[src/rtl/m68k_bus_initiator_if.sv]
// Command/response and 68000-style bus signals of the m68k_bus_initiator.
// master = the initiator itself; slave = command source plus bus responder.
interface m68k_bus_initiator_if;
    logic        cmd_valid;
    logic        cmd_ready;
    logic        cmd_we;
    logic [2:0]  cmd_fc;
    logic [22:0] cmd_addr;
    logic [1:0]  cmd_be;
    logic [15:0] cmd_wdata;
    logic        rsp_valid;
    logic [15:0] rsp_rdata;
    logic        rsp_err;
    logic        rsp_autovec;
    logic        as_n;
    logic        uds_n;
    logic        lds_n;
    logic        rw;
    logic [2:0]  fc;
    logic [22:0] addr;
    logic [15:0] dout;
    logic [15:0] din;
    logic        dtack_n;
    logic        vpa_n;
    logic        berr_n;

    modport master (
        input  cmd_valid, cmd_we, cmd_fc, cmd_addr, cmd_be, cmd_wdata,
        output cmd_ready, rsp_valid, rsp_rdata, rsp_err, rsp_autovec,
        output as_n, uds_n, lds_n, rw, fc, addr, dout,
        input  din, dtack_n, vpa_n, berr_n
    );

    modport slave (
        output cmd_valid, cmd_we, cmd_fc, cmd_addr, cmd_be, cmd_wdata,
        input  cmd_ready, rsp_valid, rsp_rdata, rsp_err, rsp_autovec,
        input  as_n, uds_n, lds_n, rw, fc, addr, dout,
        output din, dtack_n, vpa_n, berr_n
    );
endinterface

[src/rtl/m68k_bus_initiator.sv]
// 68000-style asynchronous bus cycle generator driven by a one-outstanding command port.
// Optional STROBE timeout: define M68K_BUS_INITIATOR_TIMEOUT_EN.
module m68k_bus_initiator #(
    parameter int TIMEOUT  = 255,
    parameter int TO_WIDTH = 8
) (
    input logic                  clk,
    input logic                  reset,
    m68k_bus_initiator_if.master bus
);
    typedef enum logic [2:0] {
        ST_IDLE    = 3'd0,
        ST_SETUP   = 3'd1,
        ST_STROBE  = 3'd2,
        ST_DONE    = 3'd3,
        ST_RECOVER = 3'd4
    } state_t;

    state_t      state_q, state_d;
    logic        cmd_ready_q, cmd_ready_d;
    logic [1:0]  be_q, be_d;
    logic        as_n_q, as_n_d;
    logic        uds_n_q, uds_n_d;
    logic        lds_n_q, lds_n_d;
    logic        rw_q, rw_d;
    logic [2:0]  fc_q, fc_d;
    logic [22:0] addr_q, addr_d;
    logic [15:0] dout_q, dout_d;
    logic        rsp_valid_q, rsp_valid_d;
    logic [15:0] rsp_rdata_q, rsp_rdata_d;
    logic        rsp_err_q, rsp_err_d;
    logic        rsp_autovec_q, rsp_autovec_d;
    logic        accept_s;
    logic        terms_idle_s;

`ifdef M68K_BUS_INITIATOR_TIMEOUT_EN
    localparam logic [TO_WIDTH-1:0] TO_LAST = TO_WIDTH'(TIMEOUT - 1);
    logic [TO_WIDTH-1:0] to_cnt_q, to_cnt_d;
`else
    logic unused_cfg_s;
    assign unused_cfg_s = (TIMEOUT > 32'sd0) && (TO_WIDTH > 32'sd0);
`endif

    assign accept_s     = bus.cmd_valid & cmd_ready_q;
    assign terms_idle_s = bus.dtack_n & bus.vpa_n & bus.berr_n;

    // Next-state and next-output computation for the bus cycle sequencer.
    always_comb begin
        state_d       = state_q;
        be_d          = be_q;
        as_n_d        = as_n_q;
        uds_n_d       = uds_n_q;
        lds_n_d       = lds_n_q;
        rw_d          = rw_q;
        fc_d          = fc_q;
        addr_d        = addr_q;
        dout_d        = dout_q;
        rsp_valid_d   = 1'b0;
        rsp_rdata_d   = rsp_rdata_q;
        rsp_err_d     = rsp_err_q;
        rsp_autovec_d = rsp_autovec_q;
`ifdef M68K_BUS_INITIATOR_TIMEOUT_EN
        to_cnt_d      = to_cnt_q;
`endif
        case (state_q)
            ST_IDLE: begin
                if (accept_s) begin
                    addr_d        = bus.cmd_addr;
                    fc_d          = bus.cmd_fc;
                    be_d          = bus.cmd_be;
                    rsp_rdata_d   = 16'h0000;
                    rsp_autovec_d = 1'b0;
                    if (bus.cmd_be == 2'b00) begin
                        // Illegal byte enables: report at once, bus stays quiet.
                        state_d     = ST_DONE;
                        rsp_valid_d = 1'b1;
                        rsp_err_d   = 1'b1;
                    end else begin
                        state_d   = ST_SETUP;
                        rsp_err_d = 1'b0;
                        rw_d      = ~bus.cmd_we;
                        dout_d    = bus.cmd_we ? bus.cmd_wdata : 16'h0000;
                    end
                end else begin
                    state_d = ST_IDLE;
                end
            end
            ST_SETUP: begin
                state_d = ST_STROBE;
                as_n_d  = 1'b0;
                uds_n_d = ~be_q[1];
                lds_n_d = ~be_q[0];
`ifdef M68K_BUS_INITIATOR_TIMEOUT_EN
                to_cnt_d = '0;
`endif
            end
            ST_STROBE: begin
                if (!bus.berr_n) begin
                    state_d     = ST_DONE;
                    rsp_valid_d = 1'b1;
                    rsp_err_d   = 1'b1;
                    rsp_rdata_d = 16'h0000;
                end else if (!bus.dtack_n) begin
                    state_d     = ST_DONE;
                    rsp_valid_d = 1'b1;
                    rsp_rdata_d = rw_q ? bus.din : 16'h0000;
                end else if (!bus.vpa_n) begin
                    state_d       = ST_DONE;
                    rsp_valid_d   = 1'b1;
                    rsp_autovec_d = 1'b1;
                    rsp_rdata_d   = rw_q ? bus.din : 16'h0000;
                end else begin
`ifdef M68K_BUS_INITIATOR_TIMEOUT_EN
                    if (to_cnt_q == TO_LAST) begin
                        state_d     = ST_DONE;
                        rsp_valid_d = 1'b1;
                        rsp_err_d   = 1'b1;
                        rsp_rdata_d = 16'h0000;
                    end else begin
                        to_cnt_d = to_cnt_q + TO_WIDTH'(1);
                    end
`else
                    state_d = ST_STROBE;
`endif
                end
                // Any exit from STROBE releases the strobes on DONE entry.
                if (state_d == ST_DONE) begin
                    as_n_d  = 1'b1;
                    uds_n_d = 1'b1;
                    lds_n_d = 1'b1;
                end else begin
                    as_n_d  = 1'b0;
                end
            end
            ST_DONE: begin
                state_d = ST_RECOVER;
            end
            ST_RECOVER: begin
                if (terms_idle_s) begin
                    state_d = ST_IDLE;
                    rw_d    = 1'b1;
                    dout_d  = 16'h0000;
                end else begin
                    state_d = ST_RECOVER;
                end
            end
            default: begin
                state_d = ST_IDLE;
                as_n_d  = 1'b1;
                uds_n_d = 1'b1;
                lds_n_d = 1'b1;
                rw_d    = 1'b1;
                dout_d  = 16'h0000;
            end
        endcase
        cmd_ready_d = (state_d == ST_IDLE);
    end

    // Sequencer state and all registered outputs.
    always_ff @(posedge clk or posedge reset) begin
        if (reset) begin
            state_q       <= ST_IDLE;
            cmd_ready_q   <= 1'b1;
            be_q          <= 2'b00;
            as_n_q        <= 1'b1;
            uds_n_q       <= 1'b1;
            lds_n_q       <= 1'b1;
            rw_q          <= 1'b1;
            fc_q          <= 3'b000;
            addr_q        <= 23'h000000;
            dout_q        <= 16'h0000;
            rsp_valid_q   <= 1'b0;
            rsp_rdata_q   <= 16'h0000;
            rsp_err_q     <= 1'b0;
            rsp_autovec_q <= 1'b0;
`ifdef M68K_BUS_INITIATOR_TIMEOUT_EN
            to_cnt_q      <= '0;
`endif
        end else begin
            state_q       <= state_d;
            cmd_ready_q   <= cmd_ready_d;
            be_q          <= be_d;
            as_n_q        <= as_n_d;
            uds_n_q       <= uds_n_d;
            lds_n_q       <= lds_n_d;
            rw_q          <= rw_d;
            fc_q          <= fc_d;
            addr_q        <= addr_d;
            dout_q        <= dout_d;
            rsp_valid_q   <= rsp_valid_d;
            rsp_rdata_q   <= rsp_rdata_d;
            rsp_err_q     <= rsp_err_d;
            rsp_autovec_q <= rsp_autovec_d;
`ifdef M68K_BUS_INITIATOR_TIMEOUT_EN
            to_cnt_q      <= to_cnt_d;
`endif
        end
    end

    assign bus.cmd_ready   = cmd_ready_q;
    assign bus.rsp_valid   = rsp_valid_q;
    assign bus.rsp_rdata   = rsp_rdata_q;
    assign bus.rsp_err     = rsp_err_q;
    assign bus.rsp_autovec = rsp_autovec_q;
    assign bus.as_n        = as_n_q;
    assign bus.uds_n       = uds_n_q;
    assign bus.lds_n       = lds_n_q;
    assign bus.rw          = rw_q;
    assign bus.fc          = fc_q;
    assign bus.addr        = addr_q;
    assign bus.dout        = dout_q;
endmodule

[src/flat_wrapper.sv]
// flat-port wrapper written by rule: the top's interface ports become plain ports
module m68k_bus_initiator_flat 
#(
    parameter int TIMEOUT  = 255,
    parameter int TO_WIDTH = 8
)
  (clk, reset, bus_cmd_valid, bus_cmd_we, bus_cmd_fc, bus_cmd_addr, bus_cmd_be, bus_cmd_wdata, bus_cmd_ready, bus_rsp_valid, bus_rsp_rdata, bus_rsp_err, bus_rsp_autovec, bus_as_n, bus_uds_n, bus_lds_n, bus_rw, bus_fc, bus_addr, bus_dout, bus_din, bus_dtack_n, bus_vpa_n, bus_berr_n);
  m68k_bus_initiator_if bus_i ();
  input logic clk;
  input logic reset;
  input wire logic [$bits(bus_i.cmd_valid)-1:0] bus_cmd_valid;
  input wire logic [$bits(bus_i.cmd_we)-1:0] bus_cmd_we;
  input wire logic [$bits(bus_i.cmd_fc)-1:0] bus_cmd_fc;
  input wire logic [$bits(bus_i.cmd_addr)-1:0] bus_cmd_addr;
  input wire logic [$bits(bus_i.cmd_be)-1:0] bus_cmd_be;
  input wire logic [$bits(bus_i.cmd_wdata)-1:0] bus_cmd_wdata;
  output wire logic [$bits(bus_i.cmd_ready)-1:0] bus_cmd_ready;
  output wire logic [$bits(bus_i.rsp_valid)-1:0] bus_rsp_valid;
  output wire logic [$bits(bus_i.rsp_rdata)-1:0] bus_rsp_rdata;
  output wire logic [$bits(bus_i.rsp_err)-1:0] bus_rsp_err;
  output wire logic [$bits(bus_i.rsp_autovec)-1:0] bus_rsp_autovec;
  output wire logic [$bits(bus_i.as_n)-1:0] bus_as_n;
  output wire logic [$bits(bus_i.uds_n)-1:0] bus_uds_n;
  output wire logic [$bits(bus_i.lds_n)-1:0] bus_lds_n;
  output wire logic [$bits(bus_i.rw)-1:0] bus_rw;
  output wire logic [$bits(bus_i.fc)-1:0] bus_fc;
  output wire logic [$bits(bus_i.addr)-1:0] bus_addr;
  output wire logic [$bits(bus_i.dout)-1:0] bus_dout;
  input wire logic [$bits(bus_i.din)-1:0] bus_din;
  input wire logic [$bits(bus_i.dtack_n)-1:0] bus_dtack_n;
  input wire logic [$bits(bus_i.vpa_n)-1:0] bus_vpa_n;
  input wire logic [$bits(bus_i.berr_n)-1:0] bus_berr_n;
  assign bus_i.cmd_valid = bus_cmd_valid;
  assign bus_i.cmd_we = bus_cmd_we;
  assign bus_i.cmd_fc = bus_cmd_fc;
  assign bus_i.cmd_addr = bus_cmd_addr;
  assign bus_i.cmd_be = bus_cmd_be;
  assign bus_i.cmd_wdata = bus_cmd_wdata;
  assign bus_cmd_ready = bus_i.cmd_ready;
  assign bus_rsp_valid = bus_i.rsp_valid;
  assign bus_rsp_rdata = bus_i.rsp_rdata;
  assign bus_rsp_err = bus_i.rsp_err;
  assign bus_rsp_autovec = bus_i.rsp_autovec;
  assign bus_as_n = bus_i.as_n;
  assign bus_uds_n = bus_i.uds_n;
  assign bus_lds_n = bus_i.lds_n;
  assign bus_rw = bus_i.rw;
  assign bus_fc = bus_i.fc;
  assign bus_addr = bus_i.addr;
  assign bus_dout = bus_i.dout;
  assign bus_i.din = bus_din;
  assign bus_i.dtack_n = bus_dtack_n;
  assign bus_i.vpa_n = bus_vpa_n;
  assign bus_i.berr_n = bus_berr_n;
  m68k_bus_initiator #(.TIMEOUT(TIMEOUT), .TO_WIDTH(TO_WIDTH)) u_core (.clk(clk), .reset(reset), .bus(bus_i));
endmodule
[config.mk]
export PLATFORM = sky130hd
export DESIGN_NAME = m68k_bus_initiator_flat
export DESIGN_NICKNAME = d
export VERILOG_FILES = /design/src/rtl/m68k_bus_initiator_if.sv /design/src/rtl/m68k_bus_initiator.sv /design/src/flat_wrapper.sv
export SDC_FILE = /design/constraint.sdc
export NUM_CORES = 1
export LEC_CHECK = 0
export BUFFER_PORTS_ARGS = -buffer_cell sky130_fd_sc_hd__buf_4
export CAP_MARGIN = 20
export CORE_MARGIN = 3
export CORE_UTILIZATION = 51
export DETAILED_ROUTE_END_ITERATION = 8
export PLACE_DENSITY = 0.92
export REMOVE_ABC_BUFFERS = 1
export SYNTH_ARGS = -nofsm -noshare
export SYNTH_HDL_FRONTEND = slang
export SYNTH_SLANG_ARGS = --single-unit
[constraint.sdc]
create_clock -name clk -period 3.4 [get_ports clk]
set_input_delay 0.17 -clock clk [delete_from_list [all_inputs] [get_ports clk]]
set_output_delay 0.17 -clock clk [all_outputs]
set_load 0.005 [all_outputs]
### Word-level counts from Yosys, hierarchy flattened

Index checks and enable logic that the tools add are counted.

| storage, ports and cells | value |
|---|---|
| bits in registers | 71 |
| bits of input ports | 67 |
| output and inout bits | 66 |

| operators by class | value |
|---|---|
| bitwise gates (word level) | 8 |
| equality and inequality tests | 14 |
| reductions and logical operators | 12 |
| multiplexer cells | 42 |

Operators by type and width:

| cell | count |
|---|---|
| $mux W16 | 9 |
| $pmux W16 S3 | 1 |
| $pmux W16 S2 | 1 |
| $mux W1 | 17 |
| $pmux W3 S5 | 1 |
| $mux W3 | 4 |
| $pmux W1 S3 | 4 |
| $ne A2 B2 Y1 const B | 5 |
| $eq A3 B2 Y1 const B | 3 |
| $logic_not A3 Y1 | 2 |
| $ne A2 B1 Y1 const B | 3 |
| $pmux W1 S2 | 3 |
| $reduce_and A3 Y1 | 2 |
| $reduce_or A3 Y1 | 2 |
| $not A1 Y1 | 5 |
| $reduce_and A5 Y1 | 1 |
| $mux W2 | 2 |
| $ne A4 B4 Y1 const B | 1 |
| $reduce_and A2 Y1 | 2 |
| $reduce_and A4 Y1 | 1 |
| $and A1 B1 Y1 | 3 |
| $eq A3 B1 Y1 const B | 1 |
| $eq A3 B3 Y1 const B | 1 |
| $logic_not A2 Y1 | 1 |
| $reduce_bool A2 Y1 | 1 |

### Depth between registers and ports, before layout

Gate-level depths: netlist (run 1).

| depth | value |
|---|---|
| depth in word-level cells | 7 |
| depth in mapped cells | 7 |
| depth with buffers taken out | 3 |

### Worst setup path after synthesis (run 1)

OpenSTA, ideal clock, no wires.

| timing path | value |
|---|---|
| kind | flip-flop to flip-flop |
| from | register u_core.state_q[0] |
| to | register u_core.rsp_rdata_q[0] (netlist: u_core.bus.rsp_rdata[0]) |
| slack | 1595 ps |
| path buffers | 3 |
| clock period less this slack | 1805 ps |
| stages on the path, launching flop included | 7 |
| required time | 3275 ps |
| data arrival time | 1680 ps |
| cell sequence | dfrtp_1 -> buf_6 -> or3_1 -> buf_6 -> o2bb2ai_4 -> buf_12 -> mux2_4 |

| on the way | value |
|---|---|
| longest elaborated chain between the ends | 3 |
| elaborated cells between the ends (all ways) | 7 |

Ends and longest elaborated chain:

| element | line | RTL |
|---|---|---|
| start, declared | m68k_bus_initiator.sv:19 | `state_t state_q, state_d;` |
| start signal, assigned | m68k_bus_initiator.sv:180 | `state_q <= state_d;` |
| $eq A3 B2 Y1 or $logic_not A3 Y1 (tied branches) | m68k_bus_initiator.sv:65 | `case (state_q)` |
| $ne A4 B4 Y1 (no line) (tied with other cells) | -- |  |
| $reduce_and A3 Y1 (no line) | -- |  |
| end signal, assigned | m68k_bus_initiator.sv:191 | `rsp_rdata_q <= rsp_rdata_d;` |
| end, declared | m68k_bus_initiator.sv:30 | `logic [15:0] rsp_rdata_q, rsp_rdata_d;` |

Several ways; a longest one is shown, not always the timed one.
A chain may end at the register's enable or synchronous reset.

### Worst setup path after layout (run 1)

| timing path | value |
|---|---|
| from | register u_core.state_q[0] |
| to | register u_core.addr_q[4] (netlist: u_core.bus.addr[4]) |

| on the way | value |
|---|---|
| longest elaborated chain between the ends | 2 |

Ends and longest elaborated chain:

| element | line | RTL |
|---|---|---|
| $logic_not A3 Y1 | m68k_bus_initiator.sv:65 |  |
| $reduce_and A2 Y1 (no line) | -- |  |
| end signal, assigned | m68k_bus_initiator.sv:188 | `addr_q <= addr_d;` |
| end, declared | m68k_bus_initiator.sv:27 | `logic [22:0] addr_q, addr_d;` |

No other way between the ends.

==> results of run 1 <==
[through the flow]
step	setup WS, ps	instances	power (mW)	util [%]
6_report	1010	448	3.52	74.8
5_1_grt	873	448	3.74	74.8
4_1_cts	1000	448	3.55	74.8
3_5_place_dp	1030	431	2.98	71.9
3_3_place_gp	1110	431	2.90	71.9
2_1_floorplan	739	224	2.22	-
[power by group through the flow]
stage               Combinational [mW]  Clock [mW]  Sequential [mW]
finish                            1.50       0.559             1.45
global route                      1.62       0.610             1.50
CTS                               1.52       0.570             1.45
detailed placement                1.52           0             1.46
global placement                  1.46           0             1.44
floorplan                        0.775           0             1.45
[worst paths after layout]
path / to / slack, ps / cells past startpoint
max in group asynchronous: u_core.bus.lds_n / 1940 / 4
min in group asynchronous: u_core.bus.addr[17] / 490 / 3
setup reg to reg: u_core.bus.addr[4] / 1010 / 3
setup / recovery: u_core.bus.addr[4] / 1010 / 3
hold reg to reg: u_core.bus.rw / 490 / 2
hold / removal: u_core.bus.rsp_valid / 50 / 2
[critical path: cells and delay by family (launching register included)]
family,cells,cell delay (ps)
muxes,1,420
and+or+nand+nor,2,1260
DFF,1,580
[cells in the final DEF, fill, tap and decap left out, drive strengths merged, types with 2 or more instances in the layout]
| cell type | n |
|---|---|
| buf | 135 |
| dfrtp | 66 |
| mux2 | 44 |
| nand2 | 21 |
| inv | 20 |
| mux2i | 17 |
| and3 | 17 |
| clkbuf | 12 |
| dfstp | 5 |
| nor2 | 5 |
| clkinv | 3 |
| o21ai | 2 |
| o32ai | 2 |
| a21oi | 2 |
| o32a | 2 |
| or2 | 2 |
[logic make-up (layout without fill, tap and decap cells)]
family	count (synthesis)	in the layout	synth area share, %
flip-flops	71	71	56.6
multiplexers	61	61	22.2
AND/OR/NAND/NOR	53	53	9.41
buffers and inverters	35	172	6.55
AO/OA/AOI/OAI	18	18	4.97
XOR/XNOR	1	1	0.278
[cell type report]
cell class | instances | share of cell area (%)
inverters | 20 | 1.75
clock inverters | 4 | 0.524
multi-input cells | 133 | 27.2
clock buffers | 12 | 3.15
well taps | 72 | 2.10
repair buffers | 136 | 23.8
flip-flops and latches | 71 | 41.5
[layer usage]
metal	wire (um)	global-route usage, %	part of all wire, %
met5	0	0	0
met4	160	9.78	2.1
met3	444	4.02	5.9
met2	4010	37.9	53
met1	2880	25.5	38
[sequential cells by signal, summed over array words and instances, names as in the netlist]
signal                  flops
u_core.bus.addr            23
u_core.bus.dout            16
u_core.bus.rsp_rdata       16
u_core.bus.fc               3
u_core.state_q              3
u_core.be_q                 2
u_core.bus.as_n             1
u_core.bus.cmd_ready        1
u_core.bus.lds_n            1
u_core.bus.rsp_autovec      1
u_core.bus.rsp_err          1
u_core.bus.rsp_valid        1
u_core.bus.rw               1
u_core.bus.uds_n            1
==> results.yml, run 1 <==
timing:
  drv_slew: 0
  layout_min_cycle_time_ps: 2390
  fin_tns_setup_ps: 0
  slew_headroom_pct: 45.8
  fmax_ghz: 0.418
  rsz0062_at_grt: "false"
  hold_viol_final: 0
  tightest_slew_ps: 809
  fin_skew_ps: 7.23
  holdWs_ps: 46.5
  setup_viol_count_final: 0
  post-route-period-util_pct: 70.4
outcome:
  status: "finished, final reports clean"
routing:
  wl_mm: 7.49
  drt_first_iter_violations: 72
  vias: 2326
  avgViaCountPerCell: 5.19
  ant_nets: 0
  drc: 0
  first_pass_iters: 4
  avgRoutedWirePerCell_um: 16.7
clocking:
  ctsHoldBuffers: 1
  clk_latency_ps: 330
  cts_setup_buffers: 0
  cts_resized: 0
  cts_max_path_buffers: 2
  clkSinkCount: 71
  cts_inserted_buffers: 9
  cts_tree: "done"
  htree_num_levels: 3
  root_buffer: "clkbuf_8"
  cts.clk_slew.worst_paths_ps: 80
job:
  max-cap-violations: 0
finish:
  multi_input_comb_area_um2: 1170
  area_growth_pct: 36.4
  nNetsFinal: 438
  fillers: 408
  postLayoutCellArea_um2: 4300
  seqCellArea_um2: 1780
  n_antenna_cell: 0
  layout-drive-gt1-share_pct: 53.7
power_and_ir_drop:
  cellLeakagePower_nw: 2.16
  internal_power_mw: 2.35
  switching_share_pct: 33.0
  p_comb_share_pct: 42.7
  ir_drop_v: 0.000489
  clockPowerShare_pct: 15.9
  sequentialPowerShare_pct: 41.4
  net-switching-power_mw: 1.16
  power_density_nw_per_um2: 818
setup_path:
  start_kind: "flop"
  cpMaxStageDelayCell: "nor2_4"
  arrival_ps: 2600
  critPathCaptureType: "flop"
  r2r_start: "u_core.state_q[0]"
  startpoint: "u_core.state_q[0]"
  cp_cell_sequence: "or3_1 -> nor2_4 -> mux2_2"
  crit_required_ps: 3610
  critical_path.max_fanout: 29
  cpPeakStageDelay_ps: 680
  path_class: "flop to flop"
synthesis:
  yosysSeqAreaShare_pct: 56.6
  ys.flop_type: "dfrtp_1"
  yosysTopAreaCell: "dfrtp_1"
  synth.avg_cell_area_um2: 13.2
  synth-seq-cells: 71
  synth_top_area_share_pct: 52.4
  synth_common_cells: "dfrtp_1 (66), mux2_2 (33), nand2_1 (21)"
  yosys_warnings: 0
  synth_most_common_cell: "dfrtp_1"
  synth_edf_count: 0
  synthCells: 239
  yosysUniqueCellTypes: 42
  synthTopCellsByArea: "dfrtp_1 (52%), mux2_2 (12%), mux2i_1 (5.4%), mux2_4 (4.3%), dfstp_2 (4.2%)"
  syn_area_um2: 3150
  async_flop_share_pct: 100
die:
  fp.dieH_um: 84.6
  dieArea_um2: 7160
  io_pins: 133
  core_um2: 5740
  rows: 27
  die-width_um: 84.6
  initial_core_util_pct: 54.9
placement:
  portBuffers: 132
  place_hpwl_mm: 5.49
  place_congestion: 0.796
  postPlaceCellArea_um2: 4130
global_route:
  grt_pass1_vias: 2560
  grt.total_usage_pct: 21.6
  grt_pass1_wl_mm: 12.3
  antenna_found_initial: 0
  overflow: 0
  grt_max_degree: 42
min_path:
  hold_path.class: "input pin to flop"
  min-delay-start: "bus_cmd_be[1]"
No activity file was read; power rests on OpenSTA's default activity.
==> run 2: changes to the inputs <==
CORE_UTILIZATION = 43   (was 51)
PLACE_DENSITY = 0.84   (was 0.92)
clock period = 2 ns   (was 3.4 ns; I/O delays follow)
==> run 2 against run 1 <==
Power is 77% higher; critical endpoint is now u_core.bus.addr[15]; non-clock buffer count up 29; first-iteration DRC count is 26% lower; die area rose by 17%; clock power up 76%; routed wire length increased by 5.0%; register-to-register slack worse by 810 ps; utilization fell by 7.7 points; sequential share of layout area fell by 3.3 points; via count grew 5.2%; largest power group unchanged; flip-flop and latch count is the same; final area up 8.5%.
==> results.yml, run 2 (synthesis gave the netlist of run 1 again) <==
routing:
  ant_nets: 0
  avgRoutedWirePerCell_um: 15.7
  avgViaCountPerCell: 4.87
  first_pass_iters: 4
  drt_first_iter_violations: 53
  drc: 0
  vias: 2446
  wl_mm: 7.86
clocking:
  clk_latency_ps: 330
  clkSinkCount: 71
  cts.clk_slew.worst_paths_ps: 80
  htree_num_levels: 3
  cts_inserted_buffers: 9
  cts_tree: "done"
  root_buffer: "clkbuf_8"
  cts_max_path_buffers: 2
  cts_setup_buffers: 0
finish:
  area_growth_pct: 48.0
  largest_reg_flops: 23
  multi_input_comb_area_um2: 1170
  final_cell_mix: "buf_4 (138), dfrtp_1 (66), mux2_2 (33)"
  nNetsFinal: 467
  postLayoutCellArea_um2: 4660
  layout_commonest_cell: "buf_4"
  seqCellArea_um2: 1780
  layout-drive-gt1-share_pct: 51.9
  fillers: 518
power_and_ir_drop:
  net-switching-power_mw: 2.01
  power_density_nw_per_um2: 1330
  sequentialPowerShare_pct: 38.4
  switching_share_pct: 32.3
  internal_power_mw: 4.20
  ir_drop_v: 0.000644
  cellLeakagePower_nw: 2.31
  p_comb_share_pct: 45.7
  clockPowerShare_pct: 15.9
timing:
  fmax_ghz: 0.556
  tightest_slew_ps: 498
  fin_skew_ps: 12.0
  post-route-period-util_pct: 90.0
  setup_viol_count_final: 0
  hold_viol_final: 0
  worst_slack_ps: 201
  rsz0062_at_grt: "false"
  slew_headroom_pct: 66.8
  drv_slew: 0
  layout_min_cycle_time_ps: 1800
placement:
  portBuffers: 132
  place_hpwl_mm: 5.48
  postPlaceCellArea_um2: 4260
  place_congestion: 0.841
  dp_slack_ps: 220
global_route:
  grt_pass1_wl_mm: 12.8
  overflow: 0
  antenna_found_initial: 0
  grt.total_usage_pct: 19.1
  grt_max_degree: 42
  grt_pass1_vias: 2652
die:
  core_um2: 6940
  io_pins: 133
  fp.dieH_um: 91.6
  rows: 30
  initial_core_util_pct: 45.4
  die-width_um: 91.6
  dieArea_um2: 8390
setup_path:
  arrival_ps: 2010
  cp_cell_sequence: "or3_1 -> nor2_4 -> buf_12 -> mux2_2"
  path_class: "flop to flop"
  crit_required_ps: 2210
  critPathCaptureType: "flop"
  cpPeakStageDelay_ps: 520
  start_kind: "flop"
  cpMaxStageDelayCell: "or3_1"
  critical_path.max_fanout: 28
min_path:
  hold_path.class: "input pin to flop"
job:
  max-cap-violations: 0
outcome:
  status: "finished, final reports clean"
run 2: final cells by class:
cell class              instances  area share, %
inverters                      20           1.61
clock buffers                  12           3.11
flip-flops and latches         71           38.2
multi-input cells             133           25.0
repair buffers                165           28.9
well taps                      96           2.58
clock inverters                 4          0.483
diodes                          1         0.0537
run 2: what timing repair did:
action / in CTS / in global routing
hold buffers: 23 / 0
hold endpoints to repair: 66 / 0
gates resized for setup: 0 / 0
setup endpoints to repair: 0 / 0
run 2: power by group through the flow:
stage,clock network (mW),registers [mW],logic [mW]
6_report,0.985,2.39,2.84
5_1_grt,1.06,2.46,3.08
4_1_cts,1.01,2.38,2.87
3_5_place_dp,0,2.40,2.84
3_3_place_gp,0,2.38,2.74
2_1_floorplan,0,2.46,1.32
run 2: worst paths after layout:
check                                  startpoint                   to  slack [ps]  cells past startpoint
worst min-delay path             bus_cmd_addr[22]  u_core.bus.addr[22]           9                      2
min in group asynchronous                   reset   u_core.bus.addr[7]         230                      3
max in group asynchronous                   reset   u_core.bus.dout[9]        1210                      4
worst min register to register      u_core.bus.rw        u_core.bus.rw         470                      2
worst max-delay path            u_core.state_q[2]  u_core.bus.addr[15]         200                      4
worst max register to register  u_core.state_q[2]  u_core.bus.addr[15]         200                      4
run 2: metal layers:
metal | part of all wire [%] | vias to the layer above | track usage [%]
li1 | - | 1139 | -
met1 | 39 | 1193 | 22.1
met2 | 52 | 97 | 33.7
met3 | 6.6 | 17 | 4.47
met4 | 2.3 | 0 | 7.91
met5 | 0 | - | 0
run 2: critical path, delay by kind of cell, from the launching register on:
family / cells / cell delay (ps)
muxes: 1 / 360
DFF: 1 / 380
buffers and inverters: 1 / 200
and+or+nand+nor: 2 / 720
run 2: per-stage QoR:
step / total power, mW / utilization, % / instances / TNS [ps] / hold WS [ps]
6_report: 6.21 / 67.1 / 502 / 0 / 9.37
5_1_grt: 6.60 / 67.1 / 501 / 0 / 1.03
4_1_cts: 6.27 / 67.1 / 501 / 0 / 0.402
3_5_place_dp: 5.23 / 61.4 / 462 / 0 / 41.5
3_3_place_gp: 5.12 / 61.4 / 462 / 0 / 36.8
2_1_floorplan: 3.77 / - / 224 / -12930 / 198
==> run 3: changes to the inputs <==
ABC_AREA = 1   (was not set)
MAX_ROUTING_LAYER = met4   (was not set)
PLACE_DENSITY = 0.83   (was 0.84)
==> run 3 against run 2 <==
Register-to-register slack better by 220 ps; via count is 28% higher; first-iteration DRC count rose by 100%; worst hold slack improved by 46 ps; routed wire length grew 6.8%; synthesized area grew 3.5%; final area increased by 2.6%; count of clock-buffer cells in the layout is 3 lower; cell count increased by 34%; combinational power shrank 13%; largest cell class unchanged.
==> results.yml, run 3 <==
setup_path:
  path_class: "flop to flop"
  crit_required_ps: 2230
  critical_path.max_fanout: 22
  start_kind: "flop"
  critPathCaptureType: "flop"
  arrival_ps: 1810
power_and_ir_drop:
  power_density_nw_per_um2: 1260
  cellLeakagePower_nw: 2.66
  ir_drop_v: 0.000626
routing:
  avgRoutedWirePerCell_um: 12.5
  first_pass_iters: 4
  wl_mm: 8.40
  vias: 3131
  ant_nets: 0
  drc: 0
  avgViaCountPerCell: 4.66
  drt_first_iter_violations: 107
clocking:
  cts_inserted_buffers: 9
  cts.clk_slew.worst_paths_ps: 80
  cts_resized: 0
  root_buffer: "clkbuf_8"
  clkSinkCount: 71
  cts_max_path_buffers: 2
  htree_num_levels: 3
  cts_tree: "done"
  clk_latency_ps: 340
timing:
  holdWs_ps: 55.2
  tightest_slew_ps: 628
  hold_viol_final: 0
  fin_tns_setup_ps: 0
  setup_viol_count_final: 0
  drv_slew: 0
  layout_min_cycle_time_ps: 1580
  fmax_ghz: 0.634
  post-route-period-util_pct: 78.9
  rsz0062_at_grt: "false"
  fin_skew_ps: 9.42
  slew_headroom_pct: 58.1
global_route:
  gr-max-usage-layer: "met2"
  antenna_found_initial: 0
  globalRouteMet1Util_pct: 24.2
  overflow: 0
  grt_max_degree: 30
  grt_pass1_vias: 3078
  grt.total_usage_pct: 20.5
  met2_usage_pct: 34.7
  grt_pass1_wl_mm: 13.8
  grt_util_met3_pct: 4.18
synthesis:
  synth-seq-cells: 71
  synthMuxAreaShare_pct: 0
  synthCells: 411
  syn_area_um2: 3260
  yosysUniqueCellTypes: 22
  synth-simple-area-share_pct: 38.7
  synth_edf_count: 0
  synth_top_area_share_pct: 50.7
  synth_xor_xnor_area_share_pct: 0
  ys.flop_type: "dfrtp_1"
  async_flop_share_pct: 100
  yosysSeqAreaShare_pct: 54.7
  synth-adder-area-share_pct: 0
  synth_most_common_cell: "nand2_1"
  synth_compound_area_share_pct: 0.921
  yosysTopAreaCell: "dfrtp_1"
  synth_top_family_by_area: "simple AND/OR/NAND/NOR gates"
  synthTopCellsByArea: "dfrtp_1 (51%), nand2_1 (24%), nand3_1 (6.1%), nor2_1 (5.0%), dfstp_2 (4.0%)"
  synth_common_cells: "nand2_1 (205), dfrtp_1 (66), nor2_1 (43)"
  synth.avg_cell_area_um2: 7.93
  yosys_warnings: 0
finish:
  nNetsFinal: 635
  layout-drive-gt1-share_pct: 30.0
  multi_input_comb_area_um2: 1290
  final_cell_mix: "nand2_1 (205), buf_4 (136), dfrtp_1 (66)"
  area_growth_pct: 46.7
  n_antenna_cell: 0
  layout_commonest_cell: "nand2_1"
  seqCellArea_um2: 1780
  largest_reg_flops: 23
  fillers: 627
min_path:
  hold_path.class: "input pin to flop"
die:
  die-width_um: 93.1
  io_pins: 133
  core_um2: 7290
  dieArea_um2: 8660
  initial_core_util_pct: 44.7
  rows: 31
  fp.dieH_um: 93.1
placement:
  portBuffers: 132
  place_congestion: 0.916
  place_hpwl_mm: 5.80
outcome:
  status: "finished, final reports clean"
job:
  max-cap-violations: 0
==> run 3: changes by cell type after synthesis, sizes merged, moves of 2 or more <==
cell	before	now
and3	17	0
or2	2	0
o32ai	2	0
mux2	44	0
o21ai	2	5
buf	10	15
nand3	1	43
inv	20	15
nor2	5	46
nand2	21	210
mux2i	17	0
o32a	2	0
==> run 3: power by group <==
group	switching [mW]	internal, mW
clock	0.547	0.577
sequential	0.410	2.01
combinational	1.32	1.14
==> run 3: metrics by stage <==
| stage | instance area, um^2 | std cells | setup slack (ps) | utilization, % | power (mW) |
|---|---|---|---|---|---|
| finish | 4780 | 672 | 423 | 65.6 | 6.01 |
| global route | 4780 | 672 | 277 | 65.6 | 6.49 |
| CTS | 4780 | 672 | 420 | 65.6 | 6.04 |
| detailed placement | 4300 | 627 | 422 | 58.9 | 4.87 |
| global placement | 4300 | 627 | 477 | 58.9 | 4.77 |
| floorplan | 3130 | 391 | 112 | - | 3.58 |
==> run 3: timing repair <==
item / 4_1_cts / 5_1_grt
setup buffers: 0 / 0
hold endpoints to repair: 55 / 0
hold buffers: 29 / 0
==> run 3: area by class of cell <==
type / count / area share, %
repair buffers: 166 / 27.8
clock buffers: 9 / 2.59
multi-input cells: 305 / 27.0
well taps: 99 / 2.59
flip-flops and latches: 71 / 37.3
clock inverters: 7 / 1.52
inverters: 15 / 1.18
==> run 3: worst paths after layout <==
kind / start / to / slack, ps / depth (start not counted)
worst min-delay path: bus_dtack_n / u_core.bus.rsp_autovec / 60 / 3
worst min register to register: u_core.bus.lds_n / u_core.bus.lds_n / 480 / 2
worst max register to register: u_core.state_q[1] / u_core.bus.addr[14] / 420 / 7
min in group asynchronous: reset / u_core.bus.addr[6] / 410 / 3
worst max-delay path: u_core.state_q[1] / u_core.bus.addr[14] / 420 / 7
max in group asynchronous: reset / u_core.bus.dout[8] / 900 / 4
==> run 3: worst max-delay path, stage by stage (launching register included) <==
cell     delay (ps)
dfrtp_1         490
nor2_8          210
nand2_8         130
inv_2            80
nand2_2         140
buf_4           260
nand2_1          90
nand2_1          50
==> run 3: kinds of logic after synthesis <==
family                 Yosys count
AO/OA/AOI/OAI                    6
buffers and inverters           35
AND/OR/NAND/NOR                299
flip-flops                      71
==> run 3: layer usage <==
layer  vias to the layer above  share of wire [%]
met5                         -                  0
met4                         0                1.2
met3                         9                6.5
met2                       102                 51
met1                      1447                 41
li1                       1573                  -
